<file path="src/rtl/mem_port_arbiter_if.sv">
//==============================================================================
// mem_port_arbiter_if : request/ack bundle for both requesters plus memory port
// Revision 1.0
//==============================================================================
`default_nettype none

interface mem_port_arbiter_if;
  logic [1:0]  r0_cmd;
  logic [8:0]  r0_addr;
  logic [15:0] r0_wdata;
  logic        r0_ack;
  logic        r0_gnt;
  logic [1:0]  r1_cmd;
  logic [8:0]  r1_addr;
  logic [15:0] r1_wdata;
  logic        r1_ack;
  logic        r1_gnt;
  logic [15:0] rdata;
  logic [1:0]  mem_cmd;
  logic [8:0]  mem_addr;
  logic [15:0] mem_wdata;
  logic [15:0] mem_rdata;
  logic        busy;

  // Arbiter side
  modport slave (
    input  r0_cmd, r0_addr, r0_wdata,
    input  r1_cmd, r1_addr, r1_wdata,
    input  mem_rdata,
    output r0_ack, r0_gnt, r1_ack, r1_gnt,
    output rdata, mem_cmd, mem_addr, mem_wdata, busy
  );

  // Requester/memory environment side
  modport master (
    output r0_cmd, r0_addr, r0_wdata,
    output r1_cmd, r1_addr, r1_wdata,
    output mem_rdata,
    input  r0_ack, r0_gnt, r1_ack, r1_gnt,
    input  rdata, mem_cmd, mem_addr, mem_wdata, busy
  );
endinterface

`default_nettype wire

</file>
<file path="src/rtl/mem_port_arbiter.sv">
//==============================================================================
// mem_port_arbiter : round-robin two-requester arbiter for a 9b/16b memory port
// Revision 1.0
//==============================================================================
`default_nettype none

module mem_port_arbiter #(
  parameter int unsigned WAIT_CYCLES = 1
) (
  input  wire logic         clk,
  input  wire logic         reset,
  mem_port_arbiter_if.slave bus
);

  typedef enum logic [1:0] {
    IDLE   = 2'd0,
    ACCESS = 2'd1,
    RESP   = 2'd2
  } state_t;

  localparam logic [3:0] WAIT_INIT = 4'(WAIT_CYCLES);
  localparam logic [1:0] CMD_NONE  = 2'b00;
  localparam logic [1:0] CMD_READ  = 2'b01;

  state_t      state;
  logic        owner;
  logic        last_owner;
  logic [3:0]  wait_cnt;
  logic [1:0]  lat_cmd;
  logic        r0_ack_q;
  logic        r1_ack_q;
  logic        r0_gnt_q;
  logic        r1_gnt_q;
  logic [15:0] rdata_q;
  logic [1:0]  mem_cmd_q;
  logic [8:0]  mem_addr_q;
  logic [15:0] mem_wdata_q;
  logic        busy_q;

  logic        valid0;
  logic        valid1;
  logic        any_req;
  logic        winner;
  logic [1:0]  sel_cmd;
  logic [8:0]  sel_addr;
  logic [15:0] sel_wdata;

  // Only 01 and 10 are real commands; 11 behaves like 00.
  assign valid0  = bus.r0_cmd[0] ^ bus.r0_cmd[1];
  assign valid1  = bus.r1_cmd[0] ^ bus.r1_cmd[1];
  assign any_req = valid0 | valid1;

  always_comb begin
    winner = 1'b0;
    if (valid0 && valid1) begin
      winner = ~last_owner;
    end else begin
      winner = valid1;
    end
  end

  assign sel_cmd   = winner ? bus.r1_cmd   : bus.r0_cmd;
  assign sel_addr  = winner ? bus.r1_addr  : bus.r0_addr;
  assign sel_wdata = winner ? bus.r1_wdata : bus.r0_wdata;

  always_ff @(posedge clk or negedge reset) begin
    if (!reset) begin
      state       <= IDLE;
      owner       <= 1'b0;
      last_owner  <= 1'b1;
      wait_cnt    <= 4'd0;
      lat_cmd     <= CMD_NONE;
      r0_ack_q    <= 1'b0;
      r1_ack_q    <= 1'b0;
      r0_gnt_q    <= 1'b0;
      r1_gnt_q    <= 1'b0;
      rdata_q     <= 16'd0;
      mem_cmd_q   <= CMD_NONE;
      mem_addr_q  <= 9'd0;
      mem_wdata_q <= 16'd0;
      busy_q      <= 1'b0;
    end else begin
      case (state)
        IDLE: begin
          if (any_req) begin
            lat_cmd     <= sel_cmd;
            mem_cmd_q   <= sel_cmd;
            mem_addr_q  <= sel_addr;
            mem_wdata_q <= sel_wdata;
            owner       <= winner;
            last_owner  <= winner;
            wait_cnt    <= WAIT_INIT;
            r0_gnt_q    <= ~winner;
            r1_gnt_q    <= winner;
            busy_q      <= 1'b1;
            state       <= ACCESS;
          end
        end
        ACCESS: begin
          if (wait_cnt != 4'd0) begin
            wait_cnt <= wait_cnt - 4'd1;
          end else begin
            // mem_rdata is valid on this, the final ACCESS cycle.
            if (lat_cmd == CMD_READ) begin
              rdata_q <= bus.mem_rdata;
            end
            mem_cmd_q <= CMD_NONE;
            r0_ack_q  <= ~owner;
            r1_ack_q  <= owner;
            state     <= RESP;
          end
        end
        RESP: begin
          r0_ack_q <= 1'b0;
          r1_ack_q <= 1'b0;
          r0_gnt_q <= 1'b0;
          r1_gnt_q <= 1'b0;
          busy_q   <= 1'b0;
          state    <= IDLE;
        end
        default: begin
          mem_cmd_q <= CMD_NONE;
          r0_ack_q  <= 1'b0;
          r1_ack_q  <= 1'b0;
          r0_gnt_q  <= 1'b0;
          r1_gnt_q  <= 1'b0;
          busy_q    <= 1'b0;
          state     <= IDLE;
        end
      endcase
    end
  end

  assign bus.r0_ack    = r0_ack_q;
  assign bus.r1_ack    = r1_ack_q;
  assign bus.r0_gnt    = r0_gnt_q;
  assign bus.r1_gnt    = r1_gnt_q;
  assign bus.rdata     = rdata_q;
  assign bus.mem_cmd   = mem_cmd_q;
  assign bus.mem_addr  = mem_addr_q;
  assign bus.mem_wdata = mem_wdata_q;
  assign bus.busy      = busy_q;

endmodule

`default_nettype wire

</file>
<file path="src/flat_wrapper.sv">
// flat-port wrapper written by rule: the top's interface ports become plain ports
module mem_port_arbiter_flat 
#(
  parameter int unsigned WAIT_CYCLES = 1
)
  (clk, reset, bus_r0_cmd, bus_r0_addr, bus_r0_wdata, bus_r1_cmd, bus_r1_addr, bus_r1_wdata, bus_mem_rdata, bus_r0_ack, bus_r0_gnt, bus_r1_ack, bus_r1_gnt, bus_rdata, bus_mem_cmd, bus_mem_addr, bus_mem_wdata, bus_busy);
  mem_port_arbiter_if bus_i ();
  input  wire logic clk;
  input  wire logic reset;
  input wire logic [$bits(bus_i.r0_cmd)-1:0] bus_r0_cmd;
  input wire logic [$bits(bus_i.r0_addr)-1:0] bus_r0_addr;
  input wire logic [$bits(bus_i.r0_wdata)-1:0] bus_r0_wdata;
  input wire logic [$bits(bus_i.r1_cmd)-1:0] bus_r1_cmd;
  input wire logic [$bits(bus_i.r1_addr)-1:0] bus_r1_addr;
  input wire logic [$bits(bus_i.r1_wdata)-1:0] bus_r1_wdata;
  input wire logic [$bits(bus_i.mem_rdata)-1:0] bus_mem_rdata;
  output wire logic [$bits(bus_i.r0_ack)-1:0] bus_r0_ack;
  output wire logic [$bits(bus_i.r0_gnt)-1:0] bus_r0_gnt;
  output wire logic [$bits(bus_i.r1_ack)-1:0] bus_r1_ack;
  output wire logic [$bits(bus_i.r1_gnt)-1:0] bus_r1_gnt;
  output wire logic [$bits(bus_i.rdata)-1:0] bus_rdata;
  output wire logic [$bits(bus_i.mem_cmd)-1:0] bus_mem_cmd;
  output wire logic [$bits(bus_i.mem_addr)-1:0] bus_mem_addr;
  output wire logic [$bits(bus_i.mem_wdata)-1:0] bus_mem_wdata;
  output wire logic [$bits(bus_i.busy)-1:0] bus_busy;
  assign bus_i.r0_cmd = bus_r0_cmd;
  assign bus_i.r0_addr = bus_r0_addr;
  assign bus_i.r0_wdata = bus_r0_wdata;
  assign bus_i.r1_cmd = bus_r1_cmd;
  assign bus_i.r1_addr = bus_r1_addr;
  assign bus_i.r1_wdata = bus_r1_wdata;
  assign bus_i.mem_rdata = bus_mem_rdata;
  assign bus_r0_ack = bus_i.r0_ack;
  assign bus_r0_gnt = bus_i.r0_gnt;
  assign bus_r1_ack = bus_i.r1_ack;
  assign bus_r1_gnt = bus_i.r1_gnt;
  assign bus_rdata = bus_i.rdata;
  assign bus_mem_cmd = bus_i.mem_cmd;
  assign bus_mem_addr = bus_i.mem_addr;
  assign bus_mem_wdata = bus_i.mem_wdata;
  assign bus_busy = bus_i.busy;
  mem_port_arbiter #(.WAIT_CYCLES(WAIT_CYCLES)) u_core (.clk(clk), .reset(reset), .bus(bus_i));
endmodule
</file>
<file path="config.mk">
export PLATFORM = sky130hd
export DESIGN_NAME = mem_port_arbiter_flat
export DESIGN_NICKNAME = d
export VERILOG_FILES = /design/src/rtl/mem_port_arbiter_if.sv /design/src/rtl/mem_port_arbiter.sv /design/src/flat_wrapper.sv
export SDC_FILE = /design/constraint.sdc
export NUM_CORES = 1
export LEC_CHECK = 0
export CAP_MARGIN = 20
export CORE_MARGIN = 2
export CORE_UTILIZATION = 41
export DETAILED_ROUTE_END_ITERATION = 12
export PLACE_DENSITY = 0.89
export SLEW_MARGIN = 10
export SYNTH_ARGS = -nofsm -noshare
export SYNTH_HDL_FRONTEND = slang
export SYNTH_SLANG_ARGS = --single-unit
</file>
<file path="constraint.sdc">
create_clock -name clk -period 2.2 [get_ports clk]
set_clock_uncertainty 0.05 [all_clocks]
set_input_delay 0.44 -clock clk [delete_from_list [all_inputs] [get_ports clk]]
set_output_delay 0.44 -clock clk [all_outputs]
set_load 0.02 [all_outputs]
</file>
# Word level (Yosys, flattened, before mapping)
# Index checks and enable logic that the tools add are counted.
# classes
n_addsub,1
mul,0
n_div,0
order_cmp,0
eq_ne,6
shift,0
n_mux,23
bitwise,10
reduce_logical,11
# ops
operator,count
2-to-1 mux 16 bit,1
2-to-1 mux 2 bit,5
one-hot mux 1 bit (2 select lines),5
2-to-1 mux 9 bit,1
AND reduction 3 bit,3
2-to-1 mux 4 bit,2
one-hot mux 4 bit (2 select lines),1
AND reduction 2 bit,4
inverter 1 bit,7
2-to-1 mux 1 bit,6
one-hot mux 2 bit (3 select lines),1
"equality test 2 x 1 -> 1 bit, second input constant",2
"inequality test 2 x 1 -> 1 bit, second input constant",2
one-hot mux 2 bit (2 select lines),1
nonzero test 4 bit,1
"subtractor 4 x 1 -> 4 bit, second input constant",1
"equality test 2 bit, second input constant",1
zero test 2 bit,1
"inequality test 2 bit, second input constant",1
nonzero test 2 bit,1
XOR 1 bit,2
logical AND 1 bit,1
OR 1 bit,1
# totals
register_bits,58
latchBits,0
ram_bits,0
romBits,0
out_inout_bits,48
wordCells,65
memories,0

# Longest topological paths before layout
# Gate-level depths: netlist of the first run.
# depth
word_depth,6
ltp_mapped,7
ltp_nobuf,6

# Worst setup path after synthesis of the first run
# Ideal clock, no wire load.
# synth_path
path_type,register to register
from,register u_core.wait_cnt[0]
to,"register u_core.rdata_q[10], in the netlist u_core.bus.rdata[10]"
setup_ps,125
t_arrival_ps,1696
t_required_ps,2025
setup_slack_ps,330
stages_incl_launch_ff,8
cell_sequence,dfrtp_1 inv_1 ha_1 nor3b_2 and2_1 nand3b_2 buf_2 mux2_2
# synth_via
elab_chain_cells,3
# synth_lines
element,line_no,text
"start, declared",mem_port_arbiter.sv:28,logic [3:0] wait_cnt;
"start signal, assigned",mem_port_arbiter.sv:101,wait_cnt <= wait_cnt - 4'd1;
nonzero test 4 bit,mem_port_arbiter.sv:100,if (wait_cnt != 4'd0) begin
inverter 1 bit (no line),-,
AND reduction 3 bit (no line),-,
"end signal, assigned",mem_port_arbiter.sv:105,rdata_q <= bus.mem_rdata;
"end, declared",mem_port_arbiter.sv:34,logic [15:0] rdata_q;
# No other way between the ends.
# A chain may end at the register's enable or synchronous reset.

# Worst setup path after layout of the first run
# layout_path
from,register u_core.wait_cnt[0]
to,"register u_core.rdata_q[11], in the netlist u_core.bus.rdata[11]"
# Same word-level chain as after synthesis.

==> results of run 1 <==
worst max-delay path, delay by kind of cell (launching register included):
kind | cells | cell delay [ns]
flops | 1 | 0.38
mux | 1 | 0.40
fa+ha+maj | 1 | 0.19
simple gates | 3 | 0.71
buf+inv | 1 | 0.13
through the flow:
stage | TNS (ns) | hold slack (ns) | total power [W] | utilization, % | std cells
after floorplan | 0 | 0.0944 | 0.00348 | - | 246
after global placement | 0 | 0.203 | 0.00478 | 66.1 | 446
after detailed placement | -0.246 | 0.204 | 0.00488 | 66.1 | 446
after CTS | 0 | 0.390 | 0.00575 | 69.1 | 462
after global routing | 0 | 0.400 | 0.00606 | 69.1 | 462
final | 0 | 0.410 | 0.00568 | 69.1 | 462
metal layers:
metal	vias to the layer above	wire length, um	global-route usage (%)
met5	-	0	0
met4	0	176	9.69
met3	15	458	5.67
met2	98	3410	35.5
met1	1084	2720	21.8
li1	1127	-	-
layout make-up:
class                      count  area (um^2)  share of cell area, %
multi-input combinational    172         1060                   25.7
tap                           75         93.8                   2.27
clock buffer                  12          155                   3.75
sequential                    58         1450                   35.1
clock inverter                 3         15.0                  0.363
inverter                       4         15.0                  0.363
timing repair buffer         138         1340                   32.5
state kept, by name, indices dropped and copies added (netlist names), 2 cells and up:
name,flops
u_core.bus.mem_addr,9
u_core.bus.mem_cmd,2
u_core.bus.mem_wdata,16
u_core.bus.rdata,16
u_core.lat_cmd,2
u_core.state,2
u_core.wait_cnt,4
Yosys cell counts (3+ instances only):
| library cell | n |
|---|---|
| a21o_1 | 4 |
| a21oi_1 | 46 |
| a221o_1 | 5 |
| and2_0 | 4 |
| buf_2 | 5 |
| clkbuf_1 | 6 |
| dfrtp_1 | 57 |
| inv_1 | 4 |
| mux2_2 | 16 |
| nand2_1 | 27 |
| nand3_1 | 4 |
| nor2_1 | 27 |
| nor2b_1 | 3 |
| o21ai_0 | 5 |
| xor2_1 | 3 |
final timing paths:
kind	start	to	slack, ns	cells past startpoint
max reg2reg	u_core.wait_cnt[0]$_DFFE_PN0P_	u_core.bus.rdata[11]$_DFFE_PN0P_	0.23	6
max	u_core.wait_cnt[0]$_DFFE_PN0P_	u_core.bus.rdata[11]$_DFFE_PN0P_	0.23	6
max in group asynchronous	reset	u_core.last_owner$_DFFE_PN1P_	1.08	3
min reg2reg	u_core.lat_cmd[1]$_DFFE_PN0P_	u_core.lat_cmd[1]$_DFFE_PN0P_	0.42	2
min	reset	u_core.bus.rdata[0]$_DFFE_PN0P_	0.41	2
min in group clk	u_core.lat_cmd[1]$_DFFE_PN0P_	u_core.lat_cmd[1]$_DFFE_PN0P_	0.42	2
power groups by stage:
stage	Sequential [W]	Clock [W]	Combinational (W)
after CTS	0.00190	0.000863	0.00298
after detailed placement	0.00191	0	0.00297
after global routing	0.00197	0.000919	0.00318
final	0.00190	0.000835	0.00295
after floorplan	0.00242	0	0.00106
after global placement	0.00188	0	0.00289
layout by cell type (no fill, tap or decap), drive strengths merged, types with 2 or more instances in the layout:
| cell type | n |
|---|---|
| xnor2 | 2 |
| mux2 | 16 |
| a21o | 4 |
| nand2 | 27 |
| nor2 | 27 |
| or2b | 2 |
| nor3 | 2 |
| nand3 | 4 |
| nor2b | 3 |
| buf | 19 |
| a221o | 5 |
| xor2 | 3 |
| o21ai | 5 |
| inv | 4 |
| and2 | 6 |
| a21oi | 46 |
| clkdlybuf4s50 | 118 |
| clkbuf | 12 |
| dfrtp | 57 |
| clkinv | 3 |
| nand2b | 2 |
| a211oi | 2 |
| ha | 2 |
cell families after synthesis:
logic type | share of synthesized area [%]
buffers and inverters | 2.86
flip-flops | 56.2
AND/OR/NAND/NOR | 14.1
adder cells (fa/ha/maj) | 0.968
XOR/XNOR | 1.69
multiplexers | 7.36
AO/OA/AOI/OAI | 16.8
==> impl_metrics.py, run 1 <==
metrics = {
    "synthesis": {
        "ys_warn_count": 0,
        "synth.area.top_cells": "dfrtp_1, a21oi_1, mux2_2",
        "synth_seq_cells": 58,
        "synth.largest_area_cell": "dfrtp_1",
        "synth-main-ff-cell": "dfrtp_1",
        "avgSynthCellArea_um2": 10.5,
        "synth_seq_area_share_pct": 56.2,
        "syn_inst": 246,
        "syn_nets": 320,
        "netlist.area_leader.share_pct": 55.2,
        "synth.distinct_cells": 40,
        "synth_area_um2": 2580,
        "synth_edf_count": 0,
        "async_reset_ff_share_pct": 100,
    },
    "pwr": {
        "p_clk_share_pct": 14.7,
        "p_leak_nw": 1.79,
        "p_sw_w": 0.00214,
        "peakVddDrop_v": 0.000817,
        "seq_power_share_pct": 33.4,
        "power_per_cell_area_nw_per_um2": 1370,
        "combPwrFrac_pct": 51.9,
        "swShare_pct": 37.7,
        "p_int_w": 0.00354,
    },
    "route": {
        "drt-total-wl_mm": 6.76,
        "drtAntennaViolNets": 0,
        "drcViolationCount": 0,
        "firstDrtPassIters": 4,
        "vias": 2324,
        "viasPerCell": 5.03,
        "drtIter0Drc": 44,
        "wl_per_cell_um": 14.6,
    },
    "global_routing": {
        "grt_pass1_wl_mm": 11.1,
        "track_usage_pct": 20.0,
        "grt_pass1_vias": 2436,
        "grt_start_max_net_pins": 31,
        "antenna_found_initial": 0,
        "grt_remaining_overflow": 0,
    },
    "clocking": {
        "cts_setup_buffers": 0,
        "htreeDepth": 3,
        "cts_tree": "done",
        "root_buffer": "clkbuf_8",
        "cts_buffers": 9,
        "clk_pin_slew_worst_paths_ns": 0.06,
        "postCtsHoldBufs": 1,
        "clock_sinks": 58,
        "cts_resized": 0,
        "clock_latency_ns": 0.32,
        "clock_path_buffers": 2,
    },
    "sta": {
        "finalCriticalPeriod_ns": 1.97,
        "finalHoldViolCount": 0,
        "timing.fmax_mhz": 507,
        "setup_ws_ns": 0.226,
        "slew_headroom_pct": 68.1,
        "finalSetupViolCount": 0,
        "worst_pin_slew_ns": 0.476,
        "post-route-period-util_pct": 89.7,
        "rsz0062_at_grt": "false",
        "finalMaxSlewViolations": 0,
    },
    "final_layout": {
        "nFillCells": 454,
        "layout-drive-gt1-share_pct": 14.7,
        "stdcell_area_um2": 4140,
        "final_net_count": 457,
        "antennaDiodeCount": 0,
        "area_growth_pct": 60.1,
    },
    "setup_path": {
        "critical_path_arrival_ns": 2.12,
        "cp_slowest_cell": "mux2_2",
        "worstSetupPathType": "reg -> reg",
        "path_cells": "inv_1 -> ha_1 -> nor3b_2 -> and2_1 -> nand3b_2 -> mux2_2",
        "cp_max_fo": 16,
        "cp-start-kind": "flop",
        "slowest_delay_ns": 0.40,
        "worstSetupEndpointType": "flop",
        "worstPathRequired_ns": 2.35,
    },
    "worst_hold_path": {
        "hold_class": "in -> async",
    },
    "run_status": {
        "status": "finished clean",
    },
    "floorplanning": {
        "die_w_um": 83.4,
        "dieArea_um2": 6960,
        "fp.dieH_um": 83.4,
        "ios": 120,
        "row_count": 28,
        "core-area_um2": 5990,
        "start_util_pct": 43.1,
    },
    "placed_design": {
        "post-place-ws_ns": -0.0317,
        "placed_cell_area_um2": 3960,
        "gp_congestion": 0.878,
        "place_hpwl_mm": 5.23,
        "portBuffers": 119,
    },
    "run": {
        "drv_cap": 0,
    },
}
No activity file was read; power rests on OpenSTA's default activity.
==> inputs of run 2 (changes only) <==
--- a/config.mk
+++ b/config.mk
@@ -7,9 +7,9 @@
 export LEC_CHECK = 0
 export CAP_MARGIN = 20
 export CORE_MARGIN = 2
-export CORE_UTILIZATION = 41
+export CORE_UTILIZATION = 40
 export DETAILED_ROUTE_END_ITERATION = 12
-export PLACE_DENSITY = 0.89
+export PLACE_DENSITY = 0.87
 export SLEW_MARGIN = 10
 export SYNTH_ARGS = -nofsm -noshare
 export SYNTH_HDL_FRONTEND = slang
==> impl_metrics.py, run 2 (synthesis results as in run 1) <==
metrics = {
    "run_status": {
        "status": "finished clean",
    },
    "placed_design": {
        "placed_cells_incl_taps": 446,
        "post-place-ws_ns": -0.0288,
        "place_hpwl_mm": 4.93,
        "portBuffers": 119,
        "gp_congestion": 0.848,
        "placed_cell_area_um2": 3960,
    },
    "sta": {
        "timing.fmax_mhz": 496,
        "finalSetupViolCount": 0,
        "post-route-period-util_pct": 91.6,
        "rsz0062_at_grt": "false",
        "finalCriticalPeriod_ns": 2.01,
        "finalMaxSlewViolations": 0,
        "worst_pin_slew_ns": 0.465,
        "finalHoldViolCount": 0,
        "slew_headroom_pct": 68.8,
        "worst_hold_slack_ns": 0.404,
        "setup_ws_ns": 0.185,
    },
    "setup_path": {
        "worstSetupEndpointType": "flop",
        "cp_max_fo": 16,
        "cp-start-kind": "flop",
        "r2r-start": "u_core.wait_cnt[0]$_DFFE_PN0P_",
        "worstPathRequired_ns": 2.36,
        "rr_worst_depth": 6,
        "rr_endpoint": "u_core.bus.rdata[14]$_DFFE_PN0P_",
        "critical_path_arrival_ns": 2.17,
        "worstSetupPathType": "reg -> reg",
        "r2r_slack_ns": 0.19,
    },
    "clocking": {
        "cts_resized": 0,
        "cts_buffers": 9,
        "cts_tree": "done",
        "postCtsHoldBufs": 1,
        "root_buffer": "clkbuf_8",
        "clock_sinks": 58,
        "htreeDepth": 3,
        "clock_latency_ns": 0.32,
        "clk_pin_slew_worst_paths_ns": 0.06,
        "clock_path_buffers": 2,
        "cts_setup_buffers": 0,
    },
    "final_layout": {
        "antennaDiodeCount": 0,
        "stdcell_area_um2": 4150,
        "layout-drive-gt1-share_pct": 14.2,
        "final_net_count": 455,
        "layout_common_cells": "clkdlybuf4s50_1, dfrtp_1, a21oi_1",
        "final_cells": 463,
        "area_growth_pct": 60.6,
        "utilization_pct": 65.7,
        "final_common_cell": "clkdlybuf4s50_1",
    },
    "global_routing": {
        "grt_pass1_vias": 2459,
        "grt_pass1_wl_mm": 11.3,
        "grt_remaining_overflow": 0,
        "antenna_found_initial": 0,
        "grt_start_max_net_pins": 56,
        "track_usage_pct": 20.0,
    },
    "run": {
        "drv_cap": 0,
    },
    "route": {
        "firstDrtPassIters": 4,
        "drt-total-wl_mm": 6.73,
        "viasPerCell": 5.02,
        "drcViolationCount": 0,
        "drtIter0Drc": 64,
        "vias": 2326,
        "wl_per_cell_um": 14.5,
        "drtAntennaViolNets": 0,
    },
    "floorplanning": {
        "dieArea_um2": 7120,
        "row_count": 29,
        "core-area_um2": 6310,
        "fp.dieH_um": 84.4,
        "start_util_pct": 40.9,
        "ios": 120,
        "die_w_um": 84.4,
    },
    "pwr": {
        "peakVddDrop_v": 0.000832,
        "power_per_cell_area_nw_per_um2": 1380,
        "p_leak_nw": 1.79,
    },
    "worst_hold_path": {
        "hold_class": "in -> async",
    },
}
## run 2: metrics by stage
step / total power, W / TNS, ns
floorplan: 0.00348 / 0
global placement: 0.00477 / 0
detailed placement: 0.00487 / -0.0385
CTS: 0.00579 / 0
global route: 0.00612 / 0
finish: 0.00573 / 0
## run 2: worst max-delay path by stage
stage	slack, ns	end	cells past startpoint	startpoint
global placement	0.06	u_core.bus.mem_cmd[0]$_DFFE_PN0P_	5	bus_r0_cmd[0]
CTS	0.18	u_core.bus.rdata[14]$_DFFE_PN0P_	6	u_core.wait_cnt[0]$_DFFE_PN0P_
detailed placement	-0.03	u_core.bus.mem_cmd[0]$_DFFE_PN0P_	5	bus_r1_cmd[1]
floorplan	0.33	u_core.bus.rdata[10]$_DFFE_PN0P_	7	u_core.wait_cnt[0]$_DFFE_PN0P_
finish	0.19	u_core.bus.rdata[14]$_DFFE_PN0P_	6	u_core.wait_cnt[0]$_DFFE_PN0P_
global route	0.04	u_core.bus.rdata[14]$_DFFE_PN0P_	6	u_core.wait_cnt[1]$_DFFE_PN0P_
## run 2: routing by layer
layer  global-route usage [%]  wire [um]
met2                     33.5       3280
met1                     24.0       2830
met3                     5.31        479
met5                        0          0
met4                     9.67        149
## run 2: worst max-delay path, cell delays in order, from the launching register on
cell,delay [ns]
dfrtp_1,0.38
inv_1,0.13
ha_1,0.20
nor3b_2,0.18
and2_1,0.19
nand3b_2,0.35
mux2_2,0.41
## run 2: power by group
part / internal [W] / switching [W]
Clock: 0.000498 / 0.000382
Combinational: 0.00148 / 0.00147
Sequential: 0.00160 / 0.000297
## run 2: area by class of cell
| class | instances | area, um^2 |
|---|---|---|
| clock buffer | 14 | 173 |
| timing repair buffer | 136 | 1340 |
| clock inverter | 2 | 10.0 |
| fill | 533 | 2160 |
| tap | 77 | 96.3 |
| inverter | 4 | 15.0 |
| multi-input combinational | 172 | 1060 |
| sequential | 58 | 1450 |
